### src/rtl/weight_encoder_pkg.sv
// weight_pkg: shared states, fixed-point constants and sign helpers for weight_encoder
package weight_pkg;
  localparam int W = 32;
  localparam logic [W-1:0] WEIGHT_SCALE = 32'hFFFFFFFE;
  localparam logic [W-1:0] WEIGHT_MAX = 32'h7FFFFFFF;
  typedef enum logic [1:0] {IDLE, CALC, DONE} state_t;
  function automatic logic [W-1:0] neg_if(input logic s, input logic [W-1:0] v);
    return s ? ~v + 1'b1 : v;
  endfunction
  function automatic logic [W-1:0] abs_val(input logic [W-1:0] v);
    return neg_if(v[W-1], v);
  endfunction
endpackage

### src/rtl/div_step_restoring.sv
// div_step_restoring: one combinational restoring-division step
module div_step_restoring #(
  parameter int WIDTH = 32
) (
  input  logic [WIDTH:0]   rem,
  input  logic [WIDTH-1:0] divisor,
  input  logic             bit_in,
  output logic [WIDTH:0]   rem_next,
  output logic             q_bit
);
  logic [WIDTH+1:0] shifted;
  always_comb begin
    shifted = {rem, bit_in};
    q_bit = shifted >= (WIDTH+2)'(divisor);
    rem_next = (WIDTH+1)'(q_bit ? shifted - (WIDTH+2)'(divisor) : shifted);
  end
endmodule

### src/rtl/weight_encoder.sv
// weight_encoder: bit-serial ratio encoder producing signed weight c = num/den * 0xFFFFFFFE
module weight_encoder
  import weight_pkg::*;
#(
  parameter int WIDTH = W,
  parameter logic [WIDTH-1:0] SCALE = WEIGHT_SCALE
) (
  input  logic             clk,
  input  logic             rst,
  input  logic             in_valid,
  output logic             in_ready,
  input  logic [WIDTH-1:0] numerator,
  input  logic [WIDTH-1:0] denominator,
  output logic             out_valid,
  input  logic             out_ready,
  output logic [WIDTH-1:0] constant,
  output logic             saturated,
  output logic             div_zero
);
  localparam int CW = $clog2(2*WIDTH);
  state_t state, state_n;
  logic [CW-1:0] count;
  // dividend bits shift out of the top while quotient bits shift in at the bottom
  logic [2*WIDTH-1:0] work, quot;
  logic [WIDTH:0] rem, rem_n;
  logic [WIDTH-1:0] den_mag, mag;
  logic sign, num_sign, num_zero, zero, q_bit, sat;
  div_step_restoring #(.WIDTH(WIDTH)) u_step (
    .rem(rem),
    .divisor(den_mag),
    .bit_in(work[2*WIDTH-1]),
    .rem_next(rem_n),
    .q_bit(q_bit)
  );
  assign in_ready = state == IDLE;
  assign out_valid = state == DONE;
  always_comb begin
    state_n = state;
    quot = {work[2*WIDTH-2:0], q_bit};
    sat = |quot[2*WIDTH-1:WIDTH-1];
    mag = sat ? WEIGHT_MAX : quot[WIDTH-1:0];
    case (state)
      IDLE: state_n = in_valid ? CALC : IDLE;
      CALC: state_n = count == '0 ? DONE : CALC;
      DONE: state_n = out_ready ? IDLE : DONE;
      default: state_n = IDLE;
    endcase
  end
  always_ff @(posedge clk or posedge rst) begin
    if (rst) begin
      state <= IDLE;
      count <= '0;
      work <= '0;
      rem <= '0;
      den_mag <= '0;
      sign <= 1'b0;
      num_sign <= 1'b0;
      num_zero <= 1'b0;
      zero <= 1'b0;
      constant <= '0;
      saturated <= 1'b0;
      div_zero <= 1'b0;
    end else begin
      state <= state_n;
      if (state == IDLE && in_valid) begin
        count <= CW'(2*WIDTH-1);
        work <= (2*WIDTH)'(abs_val(numerator)) * (2*WIDTH)'(SCALE);
        rem <= '0;
        den_mag <= abs_val(denominator);
        sign <= numerator[WIDTH-1] ^ denominator[WIDTH-1];
        num_sign <= numerator[WIDTH-1];
        num_zero <= numerator == '0;
        zero <= denominator == '0;
      end
      if (state == CALC) begin
        work <= quot;
        rem <= rem_n;
        count <= count == '0 ? '0 : count - 1'b1;
        if (count == '0) begin
          div_zero <= zero;
          saturated <= zero ? !num_zero : sat;
          constant <= zero ? (num_zero ? '0 : neg_if(num_sign, WEIGHT_MAX)) : neg_if(sign, mag);
        end
      end
    end
  end
endmodule
### config.mk
export PLATFORM = sky130hd
export DESIGN_NAME = weight_encoder
export DESIGN_NICKNAME = d
export VERILOG_FILES = /design/src/rtl/weight_encoder_pkg.sv /design/src/rtl/div_step_restoring.sv /design/src/rtl/weight_encoder.sv
export SDC_FILE = /design/constraint.sdc
export NUM_CORES = 2
export LEC_CHECK = 0
export CORE_ASPECT_RATIO = 1.1
export CORE_MARGIN = 3
export CORE_UTILIZATION = 39
export CTS_CLUSTER_SIZE = 16
export DETAILED_ROUTE_END_ITERATION = 7
export PLACE_DENSITY = 0.53
export SYNTH_ARGS = -nofsm -noshare
export SYNTH_HDL_FRONTEND = slang
export SYNTH_HIERARCHICAL = 1
export SYNTH_SLANG_ARGS = --single-unit
### constraint.sdc
create_clock -name clk -period 6.4 [get_ports clk]
set_input_delay 0.64 -clock clk [delete_from_list [all_inputs] [get_ports clk]]
set_output_delay 0.64 -clock clk [all_outputs]
set_load 0.02 [all_outputs]
# Word-level counts from Yosys, hierarchy flattened
# Cells that the tools add are included.
[totals]
inputBits = 68
word_cells = 54
out_inout_bits = 36
ff_bits = 175
[op_classes]
n_addsub = 5
order_cmp = 1
eq_ne = 2
n_mul = 1
bitwise_logic = 4
n_mux = 20
n_reduce_logical = 9
[ops]
columns = ["operator", "count"]
rows = [
  ["$mux 32", 7],
  ["$mux 64", 2],
  ["$mux 33", 3],
  ["$add 32x1->32 const B", 3],
  ["$not 32->32", 3],
  ["$logic_not 32->1", 2],
  ["$mul 32x31->63 const B", 1],
  ["$ge 34x32->1", 1],
  ["$reduce_or 33->1", 1],
  ["$sub 33x32->33", 1],
  ["$mux 6", 3],
  ["$logic_not 6->1", 1],
  ["$pmux 2 s3", 1],
  ["$sub 6x1->6 const B", 1],
  ["$mux 2", 2],
  ["$eq 2x1->1 const B", 1],
  ["$eq 2x2->1 const B", 1],
  ["$logic_not 2->1", 1],
  ["$mux 1", 2],
  ["$reduce_and 2->1", 1],
  ["$reduce_bool 2->1", 1],
  ["$logic_and 1x1->1", 1],
  ["$logic_not 1->1", 1],
  ["$xor 1x1->1", 1],
]

# Logic depth before layout (Yosys ltp)
[logic_depth]
word_depth = 6
ltp_mapped = 35

# Modules after synthesis
# The synthesis kept the hierarchy.
[modules_own_cells]
columns = ["mod", "area_per_inst_um2", "seq_area_each_um2", "instances", "cells_per_inst"]
rows = [
  ["weight_encoder", 26460.4, 4379.2, 1, 2795],
  ["div_step_restoring", 2190.9, 0.0, 1, 346],
]

# Worst setup path before layout
# No wires, ideal clock.
[synth_timing]
kind = "input to register"
from = "in numerator[6]"
to = "reg work[63]"
slack_ns = -3.200
required_time_ns = 6.267
arrival_time_ns = 9.466
cell_stages = 32
cell_sequence = "or4_1 > nor4_1 > nand3_1 > or2_2 > nand2b_1 > o41ai_1 > xor2_1 > fa_1 > inv_1 > fa_1 > fa_1 > inv_1 > fa_1 > inv_1 > fa_1 > fa_1 > fa_1 > inv_1 > fa_1 > inv_1 > ha_1 > clkbuf_1 > a21oi_1 > o21ai_0 > a221o_1 > a21o_1 > and3_1 > nor3_1 > o21ai_0 > a221oi_1 > xnor2_1 > o21ai_0"
[synth_between]
elab_chain_len = 6
[synth_rtl]
columns = ["element", "line", "source"]
rows = [
  ["start, declared", "weight_encoder.sv:12", "input logic [WIDTH-1:0] numerator,"],
  ["$not 32->32", "weight_encoder_pkg.sv:8", "return s ? ~v + 1'b1 : v;"],
  ["$add 32x1->32", "weight_encoder_pkg.sv:8", ""],
  ["$mux 32 *", "weight_encoder_pkg.sv:8", ""],
  ["$mul 32x31->63 *", "weight_encoder.sv:67", "work <= (2*WIDTH)'(abs_val(numerator)) * (2*WIDTH)'(SCALE);"],
  ["$mux 64 *", "weight_encoder.sv:65", "if (state == IDLE && in_valid) begin"],
  ["$mux 64 *", "weight_encoder.sv:75", "if (state == CALC) begin"],
  ["end signal, assigned", "weight_encoder.sv:67", ""],
  ["end signal, assigned", "weight_encoder.sv:76", "work <= quot;"],
  ["end, declared", "weight_encoder.sv:24", "logic [2*WIDTH-1:0] work, quot;"],
]
# Mark *: on every way between the ends. The rest lies on a longest branch, timed or not. The select of a mux whose other input is x is not followed.
# A chain may end at the register's enable or synchronous reset.

# Worst setup path in the final report
[layout_timing]
from = "in numerator[6]"
to = "reg work[62]"
# Same word-level chain as after synthesis.

==> run metrics <==
root buf cell=clkbuf_16; via count=24.3k; largest net degree at the start of global routing=84; area of the multi-input gates=24100 um^2; hpwl dp=78.2 mm; Fin Clk Skew=14.4 ps; relative slew slack=31.4%; CP Launch Type=input pin; Clock transition at path regs=80 ps; total core area=72300 um^2; hold_ws=479 ps; Skew-Pair Late Insertion Delay=450 ps; Yosys Warn Count=6; PortBufs=103; clock buffer depth=2; count of final hold-check violations=0; Crit Path Class=in -> reg; most frequent cells in the layout=buf_4, inv_1, fa_1; Via density=5.07; height of the die=290 um; Period minus WS final=8840 ps; Fillers=6450; Mapped Cells=3141; outcome=complete, but fails checks; Layout area overhead=36.5%; Initial DRC Count=1145; io pins=104; Rows=103; Main synth FF type=dfrtp_1; vias in the first global route=26.3k; Die Span X=264 um; critical path startpoint=numerator[6]; Yosys reg bits=175; R2R depth=21; synthesized area per cell=9.12 um^2; r2r setup slk=450 ps; CP endpoint kind=flip-flop; drt drc=0; WHS Path Cells=2; CTS sink cnt=175; Critical-path top delay cell=fa_2; Final Cycle Share=138%; Syn Nets=3930; fin cells=4800; commonest non-fill, non-tap cell in the layout=buf_4; Routed Antenna Nets=0; EDFF count, synth=0; CTS tree=done; maximum clock frequency=113 MHz; Die ar.=76800 um^2; Final Setup Violations=51; worst slew pin tran=1030 ps; Hold Crit Class=reg -> reg; CTS buffer count=17; Endpoint, Worst Hold=constant[0]$_DFFE_PP0P_; Post-Syn Area=28700 um^2; worst reg2reg path startpoint=work[63]$_DFFE_PP0P_; nets=4631; crit path setup slack, layout=-2440 ps; Total Routed Length=92.0 mm; Max Cap Viol=0; initial core utilization=39.6%; H-tree depth=4; WL/cell=19.2 um; Final Max Slew Viols=0; Post-Place Cells=4674; RSZ-0062 raised after global routing=true; gpl congestion=0.991; storage element area=4380 um^2; GRT Total Usage=24.2%; failing checks=negative setup slack; crit path DAT=9160 ps; antenna violations before repair=0; CP max stage delay=610 ps; crit path max fanout=5; Pre-antenna DRT Iters=5; first-pass GRT wire length=145 mm; layout cells sized above 1=30.9%; WP data required=6710 ps; Hold Path Origin=constant[0]$_DFFE_PP0P_; Yosys cell types=82; FF-to-FF End=constant[20]$_DFFE_PP0P_; total grt overflow=0; share of flip-flops with an asynchronous set or reset=100%; diode count=0; CP dominant cell by count=fa_1; Seq/Total Area, Yosys=15.3%
-- layout make-up --
type                       instances  area share (%)
clock buffer                      17            1.09
clock inverter                    15           0.493
inverter                         609            5.89
multi-input combinational       2243            61.6
sequential                       175            11.2
tap                              945            3.02
timing repair buffer             796            16.8
-- Yosys cell counts, types with 20 or more instances --
cell,count,area [um^2]
nor3_1,35,175
a21o_1,42,315
nand2_1,238,893
o31ai_1,23,173
a22oi_1,58,435
a21oi_1,168,841
o21a_1,41,308
clkbuf_1,102,383
xnor2_1,116,1020
dfrtp_1,175,4380
nor2_1,96,360
or3_1,20,125
xor2_1,101,885
inv_1,608,2280
nand4_1,27,169
o21bai_1,24,180
nor4_1,20,125
ha_1,297,3720
fa_1,424,8490
a211oi_1,33,248
o21ai_0,244,1220
-- per-stage QoR --
step | worst slack, ps | TNS, ps | utilization (%) | instance area, um^2
2_1_floorplan | -2740 | -94190 | - | 29500
3_3_place_gp | -3500 | -144900 | 49.4 | 35700
3_5_place_dp | -3640 | -150130 | 49.4 | 35700
4_1_cts | -2390 | -86920 | 52.9 | 38300
5_1_grt | -2730 | -103000 | 54.1 | 39100
6_report | -2440 | -88380 | 54.1 | 39100
-- worst max path at each step --
| stage | cells past startpoint | end |
|---|---|---|
| floorplan | 31 | work[62]$_DFFE_PP0P_ |
| global placement | 35 | work[42]$_DFFE_PP0P_ |
| detailed placement | 35 | work[42]$_DFFE_PP0P_ |
| finish | 32 | work[62]$_DFFE_PP0P_ |
| global route | 31 | work[62]$_DFFE_PP0P_ |
| CTS | 31 | work[62]$_DFFE_PP0P_ |
-- metal layers --
layer,wire [um],track usage [%],vias to the layer above
li1,-,-,11734
met2,46100,42.8,421
met4,3030,7.41,0
met1,40100,31.3,12066
met3,2810,2.23,108
met5,0,0,-
-- worst max-delay path: cells and delay by family --
kind	cells	cell delay [ps]
fa+ha+maj	9	4300
compound gates	4	570
simple gates	9	2500
mux	1	230
xor+xnor	1	100
buf+inv	8	790
-- kinds of logic (layout without fill, tap and decap cells) --
group,count (synthesis),after routing,synth area share [%]
buffers and inverters,723,1437,9.50
AND/OR/NAND/NOR,553,553,9.28
flip-flops,175,175,15.3
AO/OA/AOI/OAI,740,740,16.3
adder cells (fa/ha/maj),726,726,42.8
XOR/XNOR,217,217,6.63
multiplexers,7,7,0.258
-- state kept, by name, summed over array words and instances (netlist names), 2 cells and up --
signal    count
work         64
count         6
constant     32
rem          33
den_mag      32
state         2
-- repair_timing --
item | 4_1_cts | 5_1_grt
pin swaps | 210 | 110
gates resized for setup | 380 | 179
hold buffers | 0 | 0
setup endpoints to repair | 55 | 55
setup buffers | 80 | 26
Power is not shown: default switching activity piles up to over one toggle a cycle in this logic, so the estimate is an artifact.
